$ cat src/rtl/counter_display_pkg.sv
// Shared types and constants for the count display driver: converter states,
// digit-select encoding and the active-low seven-segment table.
package counter_display_pkg;

  typedef enum logic [1:0] {StIdle, StShift, StDone} conv_state_e;

  localparam logic [6:0] SegBlank  = 7'h7F;
  localparam logic       DigitOnes = 1'b0;
  localparam logic       DigitTens = 1'b1;

  // Active-low {g,f,e,d,c,b,a}; codes above 9 are blank.
  function automatic logic [6:0] seg_pattern(input logic [3:0] digit);
    logic [6:0] pat;
    case (digit)
      4'd0:    pat = 7'b1000000;
      4'd1:    pat = 7'b1111001;
      4'd2:    pat = 7'b0100100;
      4'd3:    pat = 7'b0110000;
      4'd4:    pat = 7'b0011001;
      4'd5:    pat = 7'b0010010;
      4'd6:    pat = 7'b0000010;
      4'd7:    pat = 7'b1111000;
      4'd8:    pat = 7'b0000000;
      4'd9:    pat = 7'b0010000;
      default: pat = SegBlank;
    endcase
    return pat;
  endfunction

endpackage

$ cat src/rtl/bin5_to_bcd.sv
// Sequential double-dabble converter: 5-bit binary to two BCD digits,
// one load cycle, five shift cycles and one result-commit cycle.
module bin5_to_bcd
  import counter_display_pkg::*;
(
  input  logic       clk,
  input  logic       rst,
  input  logic       start,
  input  logic [4:0] bin,
  output logic       busy,
  output logic       done,
  output logic [3:0] tens,
  output logic [3:0] ones
);

  conv_state_e state_q, state_d;
  logic [4:0]  bin_q, bin_d;
  logic [7:0]  bcd_q, bcd_d;
  logic [2:0]  cnt_q, cnt_d;
  logic [3:0]  tens_q, tens_d;
  logic [3:0]  ones_q, ones_d;
  logic [7:0]  bcd_adj;

  always_comb begin
    state_d = state_q;
    bin_d   = bin_q;
    bcd_d   = bcd_q;
    cnt_d   = cnt_q;
    tens_d  = tens_q;
    ones_d  = ones_q;
    bcd_adj = bcd_q;
    if (bcd_q[3:0] >= 4'd5) bcd_adj[3:0] = bcd_q[3:0] + 4'd3;
    if (bcd_q[7:4] >= 4'd5) bcd_adj[7:4] = bcd_q[7:4] + 4'd3;

    case (state_q)
      StIdle: begin
        if (start) begin
          bin_d   = bin;
          bcd_d   = 8'h00;
          cnt_d   = 3'd0;
          state_d = StShift;
        end
      end
      StShift: begin
        {bcd_d, bin_d} = {bcd_adj[6:0], bin_q, 1'b0};
        cnt_d          = cnt_q + 3'd1;
        if (cnt_q == 3'd4) state_d = StDone;
      end
      StDone: begin
        tens_d  = bcd_q[7:4];
        ones_d  = bcd_q[3:0];
        state_d = StIdle;
      end
      default: state_d = StIdle;
    endcase
  end

  always_ff @(posedge clk or negedge rst) begin
    if (!rst) begin
      state_q <= StIdle;
      bin_q   <= 5'd0;
      bcd_q   <= 8'h00;
      cnt_q   <= 3'd0;
      tens_q  <= 4'd0;
      ones_q  <= 4'd0;
    end else begin
      state_q <= state_d;
      bin_q   <= bin_d;
      bcd_q   <= bcd_d;
      cnt_q   <= cnt_d;
      tens_q  <= tens_d;
      ones_q  <= ones_d;
    end
  end

  assign busy = (state_q != StIdle);
  assign done = (state_q == StDone);
  assign tens = tens_q;
  assign ones = ones_q;

endmodule

$ cat src/rtl/count_display_driver.sv
// Captures the counter value and mode, converts the count to BCD and drives a
// two-digit multiplexed common-anode display with leading-zero blanking.
module count_display_driver
  import counter_display_pkg::*;
#(
  parameter int unsigned REFRESH_DIV    = 50000,
  parameter bit          SEG_ACTIVE_LOW = 1'b1
) (
  input  logic       clk,
  input  logic       rst,
  input  logic [4:0] d,
  input  logic       mode,
  output logic [6:0] seg,
  output logic       dp,
  output logic [1:0] an,
  output logic [3:0] tens,
  output logic [3:0] ones,
  output logic       busy
);

  localparam int unsigned CntW   = $clog2(REFRESH_DIV);
  localparam logic [6:0]  SegOff = SEG_ACTIVE_LOW ? SegBlank : ~SegBlank;
  localparam logic        DpOff  = SEG_ACTIVE_LOW;

  logic [4:0]      d_q, d_d;
  logic            mode_q, mode_d;
  logic [4:0]      last_conv_q, last_conv_d;
  logic [4:0]      loaded_q, loaded_d;
  logic [CntW-1:0] refresh_q, refresh_d;
  logic            sel_q, sel_d;
  logic [6:0]      seg_q, seg_d;
  logic            dp_q, dp_d;
  logic [1:0]      an_q, an_d;

  logic       conv_start, conv_busy, conv_done;
  logic [6:0] seg_raw;
  logic       dp_on;

  // The converter ignores start unless idle, so the compare can run freely.
  assign conv_start = (d_q != last_conv_q) && !conv_busy;

  bin5_to_bcd u_bin5_to_bcd (
    .clk   (clk),
    .rst   (rst),
    .start (conv_start),
    .bin   (d_q),
    .busy  (conv_busy),
    .done  (conv_done),
    .tens  (tens),
    .ones  (ones)
  );

  always_comb begin
    d_d         = d;
    mode_d      = mode;
    loaded_d    = conv_start ? d_q : loaded_q;
    last_conv_d = conv_done ? loaded_q : last_conv_q;

    if (refresh_q == CntW'(REFRESH_DIV - 1)) begin
      refresh_d = '0;
      sel_d     = ~sel_q;
    end else begin
      refresh_d = refresh_q + 1'b1;
      sel_d     = sel_q;
    end

    an_d    = 2'b11;
    seg_raw = SegBlank;
    dp_on   = 1'b0;
    if (sel_q == DigitOnes) begin
      an_d    = 2'b10;
      seg_raw = seg_pattern(ones);
      dp_on   = mode_q;
    end else if (tens != 4'd0) begin
      an_d    = 2'b01;
      seg_raw = seg_pattern(tens);
    end
    seg_d = SEG_ACTIVE_LOW ? seg_raw : ~seg_raw;
    dp_d  = SEG_ACTIVE_LOW ? ~dp_on : dp_on;
  end

  always_ff @(posedge clk or negedge rst) begin
    if (!rst) begin
      d_q         <= 5'd0;
      mode_q      <= 1'b0;
      last_conv_q <= 5'd0;
      loaded_q    <= 5'd0;
      refresh_q   <= '0;
      sel_q       <= DigitOnes;
      seg_q       <= SegOff;
      dp_q        <= DpOff;
      an_q        <= 2'b11;
    end else begin
      d_q         <= d_d;
      mode_q      <= mode_d;
      last_conv_q <= last_conv_d;
      loaded_q    <= loaded_d;
      refresh_q   <= refresh_d;
      sel_q       <= sel_d;
      seg_q       <= seg_d;
      dp_q        <= dp_d;
      an_q        <= an_d;
    end
  end

  assign seg  = seg_q;
  assign dp   = dp_q;
  assign an   = an_q;
  assign busy = conv_busy;

endmodule
$ cat config.mk
export PLATFORM = sky130hd
export DESIGN_NAME = count_display_driver
export DESIGN_NICKNAME = d
export VERILOG_FILES = /design/src/rtl/counter_display_pkg.sv /design/src/rtl/bin5_to_bcd.sv /design/src/rtl/count_display_driver.sv
export SDC_FILE = /design/constraint.sdc
export NUM_CORES = 1
export LEC_CHECK = 0
export CAP_MARGIN = 5
export CORE_MARGIN = 3
export CORE_UTILIZATION = 40
export CTS_BUF_LIST = sky130_fd_sc_hd__clkbuf_2
export CTS_CLUSTER_SIZE = 10
export DETAILED_ROUTE_END_ITERATION = 6
export GPL_TIMING_DRIVEN = 1
export PLACE_DENSITY = 0.57
export SLEW_MARGIN = 20
export SYNTH_ARGS = -nofsm -noshare
export SYNTH_HDL_FRONTEND = slang
export SYNTH_SLANG_ARGS = --single-unit
$ cat constraint.sdc
create_clock -name clk -period 3.1 [get_ports clk]
set_input_delay 0.465 -clock clk [delete_from_list [all_inputs] [get_ports clk]]
set_output_delay 0.465 -clock clk [all_outputs]
set_load 0.005 [all_outputs]
==> reports/summary.md <==
## GRT
- **GRT overflow** 0
- **number of global-route vias before repair** 2,237
- **number of antenna violations at the first check in global routing** 0
- **GRT Resource Usage Total** 13.7%
- **first-pass GRT wire length** 10.7 mm
- **maximum number of pins on one net before global-route repair** 29

## Synthesis
- **FFs w/ async S/R, synth** 100%
- **FF+latch count, synth** 69
- **cell types occupying the most area after synthesis** dfrtp_1 (44%), dfstp_2 (7.8%), ha_1 (6.3%), mux2_2 (4.7%), nor2_1 (3.2%)
- **Syn Std Cell Area** 0.00337 sq mm
- **Avg Cell Area, Syn** 10.7 sq um
- **most used flip-flop cell after synthesis** dfrtp_1
- **Mapped Cells** 314
- **library cell occupying the most area in the post-synthesis netlist** dfrtp_1
- **number of nets produced by synthesis** 339
- **EDFF count, synth** 0
- **count of synthesis-stage warnings from yosys** 0
- **sequential element share of the synthesized area** 51.6%
- **area share of the leading cell type in the synthesized netlist** 43.8%
- **number of distinct library cells after synthesis** 43

## CTS
- **CTS root buf** clkbuf_2
- **Worst-path clk slew** 0.20 ns
- **sinks on the clock net** 69
- **TritonCTS clock tree** done
- **number of hold buffers added after CTS** 1
- **maximum clock insertion buffer count** 2
- **latest clock arrival within the worst-skew pair** 0.48 ns
- **quantity of gates resized following cts** 0
- **Post-CTS Setup Inserts** 0
- **deepest level of the CTS H-tree** 3
- **total CTS buffers** 9

## Pwr
- **maximum resistive drop on vdd** 0.421 mV
- **reported leakage power** 1.72 nW
- **P per Cell Area** 836 mW/mm^2

## Detailed routing
- **total detailed-routing wirelength** 6.06 mm
- **final antenna-violating net count** 0
- **detailed-router iteration count before antenna repair** 4
- **count of routing violations after the opening detailed-route iteration** 107
- **DR WL/cell** 13.5 microns
- **via-per-instance ratio** 5.10
- **number of DRC violations after detailed routing** 0
- **via count** 2,297

## Worst setup path
- **crit path capture** busy
- **critical setup path kind** reg -> out
- **series of cell instances along the critical path** nor2_1 > inv_1 > clkdlybuf4s50_1
- **CP Data Arrival Time** 2.06 ns
- **slowest stage delay, CP** 0.57 ns
- **worst reg-to-reg path cell count** 4
- **Max FO, Critical Path** 16
- **Setup crit end kind** output port
- **Slowest-stage cell, CP** dfrtp_1
- **reg2reg start** d_q[2]
- **Worst Setup Start Kind** register
- **endpoint of the worst-slack reg-to-reg timing path** loaded_q[0]
- **Critical Path Start** u_bin5_to_bcd.state_q[0]
- **worst reg2reg setup slack** 1.18 ns
- **Crit path required time** 2.63 ns

## STA
- **highest achievable clock rate** 397 MHz
- **number of setup violations in the final report** 0
- **Slew Limit Fails** 0
- **headroom to the max-slew limit** 50.5%
- **final hold violations** 0
- **ratio of final minimum period to clock period** 81.3%
- **setup repair after global routing missed its margin** false
- **worst hold slack** 0.387 ns
- **largest clock skew in the final design** 0.0186 ns
- **min Tclk post-route** 2.52 ns
- **slew at the pin closest to its max-slew limit** 0.743 ns
- **setup TNS** 0 ns

## Floorplan
- **top-level port count** 27
- **starting density of the core** 42.3%
- **die footprint** 0.00956 sq mm
- **core area** 0.00797 sq mm
- **die height** 97.8 microns
- **overall die width** 97.8 microns
- **number of cell rows** 32

## Finish
- **Fill cells** 722
- **ratio of cells with drive above 1 in the final layout** 13.8%
- **Area Overhead vs Synth** 14.8%
- **commonest non-fill, non-tap cells in the layout** dfrtp_1 (59), nor2_1 (29), clkdlybuf4s50_1 (25)
- **Final nets** 368
- **Antenna diodes** 0
- **leading cell type in the layout, fill and taps excluded** dfrtp_1

## Placement
- **GPL Wtd Cong** 0.835
- **number of port buffers** 26
- **hpwl dp** 4.30 mm

## Min path
- **kind of path behind the tightest hold check** in -> reg

## Job
- **count of max-cap constraint violations** 0

## Status
- **status** complete, no violations

[cells by family (layout without fill, tap and decap cells)]
family | after synthesis | in the layout | share of synthesized area, %
AO/OA/AOI/OAI | 62 | 62 | 12.7
XOR/XNOR | 23 | 23 | 6.20
adder cells (fa/ha/maj) | 17 | 17 | 6.31
buffers and inverters | 30 | 64 | 3.45
flip-flops | 69 | 69 | 51.6
multiplexers | 17 | 17 | 5.57
AND/OR/NAND/NOR | 96 | 96 | 14.1
[power breakdown]
part           total [W]  internal (W)  switching (W)
sequential       0.00145       0.00118       0.000272
clock           0.000572      0.000263       0.000309
combinational    0.00121      0.000665       0.000549
[per-layer routing]
metal	vias to the layer above	part of all wire (%)	wire (microns)	GRT usage, %
met5	-	0	0	0
met3	8	4.2	256	4.71
li1	1153	-	-	-
met2	41	47	2830	21.5
met4	0	1.2	70	3.83
met1	1095	48	2900	18.2
[registers in the layout (all words and copies together), names as in the netlist]
register	count
an	2
d_q	5
dp	1
last_conv_q	5
loaded_q	5
mode_q	1
refresh_q	16
seg	7
sel_q	1
u_bin5_to_bcd.bcd_q	8
u_bin5_to_bcd.bin_q	5
u_bin5_to_bcd.cnt_q	3
u_bin5_to_bcd.ones	4
u_bin5_to_bcd.state_q	2
u_bin5_to_bcd.tens	4
[cell type report]
| class | instances | area, sq um | area share (%) |
|---|---|---|---|
| clock inverters | 7 | 90.1 | 2.33 |
| flip-flops and latches | 69 | 1740 | 45.0 |
| inverters | 19 | 71.3 | 1.84 |
| repair buffers | 29 | 280 | 7.24 |
| clock buffers | 9 | 45.0 | 1.16 |
| multi-input cells | 215 | 1520 | 39.2 |
| well taps | 102 | 128 | 3.30 |
[cells in the mapped netlist, drive strengths merged (7+ instances only)]
cell	count
a22o	11
inv	19
ha	17
nand2	20
a21oi	16
nand2b	10
dfstp	10
nor2	29
dfrtp	59
o21ai	16
clkbuf	9
xor2	11
nand3	7
xnor2	12
mux2	14
[worst min-delay path by stage]
stage              to   start  cells past startpoint  slack, ns
2_1_floorplan  d_q[0]     rst                      0       0.17
3_3_place_gp       dp  mode_q                      1       0.36
3_5_place_dp       dp  mode_q                      1       0.38
4_1_cts        mode_q    mode                      1       0.33
5_1_grt        mode_q    mode                      1       0.28
6_report       mode_q    mode                      1       0.39
[worst max-delay path, delay by kind of cell, from the launching register on]
kind | cells | cell delay [ns]
flip-flops | 1 | 0.57
buffers and inverters | 2 | 0.65
AND/OR/NAND/NOR | 1 | 0.37
[per-stage QoR]
| stage | worst slack [ns] | utilization (%) | total power (W) | instances | area, sq um |
|---|---|---|---|---|---|
| finish | 0.579 | 48.6 | 0.00323 | 450 | 3870 |
| global route | 0.364 | 48.6 | 0.00352 | 450 | 3870 |
| CTS | 0.520 | 48.6 | 0.00329 | 450 | 3870 |
| detailed placement | 1.14 | 46.7 | 0.00269 | 433 | 3720 |
| global placement | 1.17 | 46.7 | 0.00267 | 433 | 3720 |
| floorplan | 1.31 | - | 0.00229 | 314 | 3370 |
Note: power is estimated with default switching activity, not from simulation.
==> RTL change: new RTL, same flow settings <==
The output `an` loses its register stage (`an_q` becomes a continuous assignment).
--- a/src/rtl/count_display_driver.sv
+++ b/src/rtl/count_display_driver.sv
@@ -89,7 +89,6 @@
       sel_q       <= DigitOnes;
       seg_q       <= SegOff;
       dp_q        <= DpOff;
-      an_q        <= 2'b11;
     end else begin
       d_q         <= d_d;
       mode_q      <= mode_d;
@@ -99,9 +98,10 @@
       sel_q       <= sel_d;
       seg_q       <= seg_d;
       dp_q        <= dp_d;
-      an_q        <= an_d;
     end
   end
+
+  assign an_q = an_d;
 
   assign seg  = seg_q;
   assign dp   = dp_q;
Function: changed (a bounded check fails within 4 cycles, from zero or initial values and one cycle with rst low).
==> RTL change against the unedited design <==
Utilization fell by 0.51 points; via count decreased by 5.8%; cell area decreased by 3.0%; register-to-register slack worse by 0.13 ns; critical path type unchanged; wire length is 4.8% lower; clock power is 2% higher; setup slack worse by 0.17 ns; total power is 3.6% lower; sequential cell count fell by 2; critical endpoint is now an[1]; largest power group unchanged; area after synthesis fell by 3.3%.
==> RTL change: results (changes against the unedited design) <==
metric;value;unit;change
outcome;complete, no violations;;
Worst Skew;0.0322;ns;+0.0136 ns
total track usage;14.3;%;+0.63 points
fmax;0.372;GHz;-6.3%
comb_multi_in;204;;-5.1%
Setup WS pre-CTS;0.792;ns;-0.350 ns
Seq. pwr;1.39;mW;-4%
area of the multi-input gates;1460;sq um;-3.6%
Hold WC Path Type;in -> async;;
Post-DP HPWL;3990;microns;-7.2%
Reg area;1690;sq um;-3.0%
clk cell area share;3.67;%;+0.18 points
total wire length;5770;microns;-4.8%
crit path to;an[1];;
Non-clock buffer share;7.20;%;-0.040 points
Final Setup Violations;0;;unchanged
flop and latch count out of synthesis;67;;-2.9%
CP max stage cell;clkdlybuf4s50_1;;
First DRT Iteration DRCs;95;;-11%
Placer Congestion;0.826;;-1.1%
worst relative slew slack;39.4;%;-11 points
core area;7810;sq um;-2.0%
Arr. time, crit path;2.23;ns;+0.17 ns
leak pwr;1.70;nW;-1.6%
Inverters;18;;-1
switch share;34.4;%;-0.53 points
Filler cells;748;;+3.6%
largest net degree at the start of global routing;43;;+48%
Worst VDD drop;0.465;mV;+10%
Reg2Reg Setup Slack;1.05;ns;-0.13 ns
synth top area cells;dfrtp_1 45%, ha_1 6.5%, dfstp_2 6.4%;;
Avg Vias per Cell;4.97;;-2.6%
Comb power;1.14;mW;-6%
synth unique cells;36;;-16%
share of layout cells above drive strength 1;13.5;%;-0.28 points
Synth Net Count;325;;-4.1%
Worst Setup SP;u_bin5_to_bcd.tens[1];;
sequential area share after synthesis;51.7;%;+0.15 points
most frequent cells after synthesis;59 x dfrtp_1, 28 x nor2_1, 18 x inv_1, 17 x ha_1, 17 x nand2_1;;
CTS buffer count;9;;unchanged
vias in the first global route;2164;;-3.3%
Crit Reg-Reg Endpoint;u_bin5_to_bcd.cnt_q[0];;
Non-clk bufs;28;;-3.4%
nets@finish;353;;-4.1%
## RTL change: cells by family after synthesis
logic type	count (synthesis)	synth area share (%)
muxes	17	5.76
AOI/OAI and AO/OA	59	12.3
DFF	67	51.7
buffers and inverters	29	3.57
xor gates and xnor gates	24	6.45
and+or+nand+nor	87	13.7
adders and majority gates	17	6.53
## RTL change: what timing repair did
item | in CTS | in global routing
buffers inserted | 0 | 0
resized for setup | 0 | 1
endpoints found under the setup margin | 0 | 1
## RTL change: metrics by stage
step / total power [mW] / cell area, sq um / std cells / hold slack [ns]
after floorplan: 2.19 / 3260 / 300 / 0.169
after global placement: 2.55 / 3610 / 419 / 0.363
after detailed placement: 2.57 / 3610 / 419 / 0.369
after CTS: 3.17 / 3750 / 435 / 0.0376
after global routing: 3.40 / 3750 / 435 / 0.0421
final: 3.12 / 3750 / 435 / 0.0674
## RTL change: layer usage
metal | wire length, microns | track usage (%)
met2 | 2680 | 22.4
met3 | 273 | 5.79
met1 | 2750 | 18.3
met5 | 0 | 0
met4 | 69 | 4.27
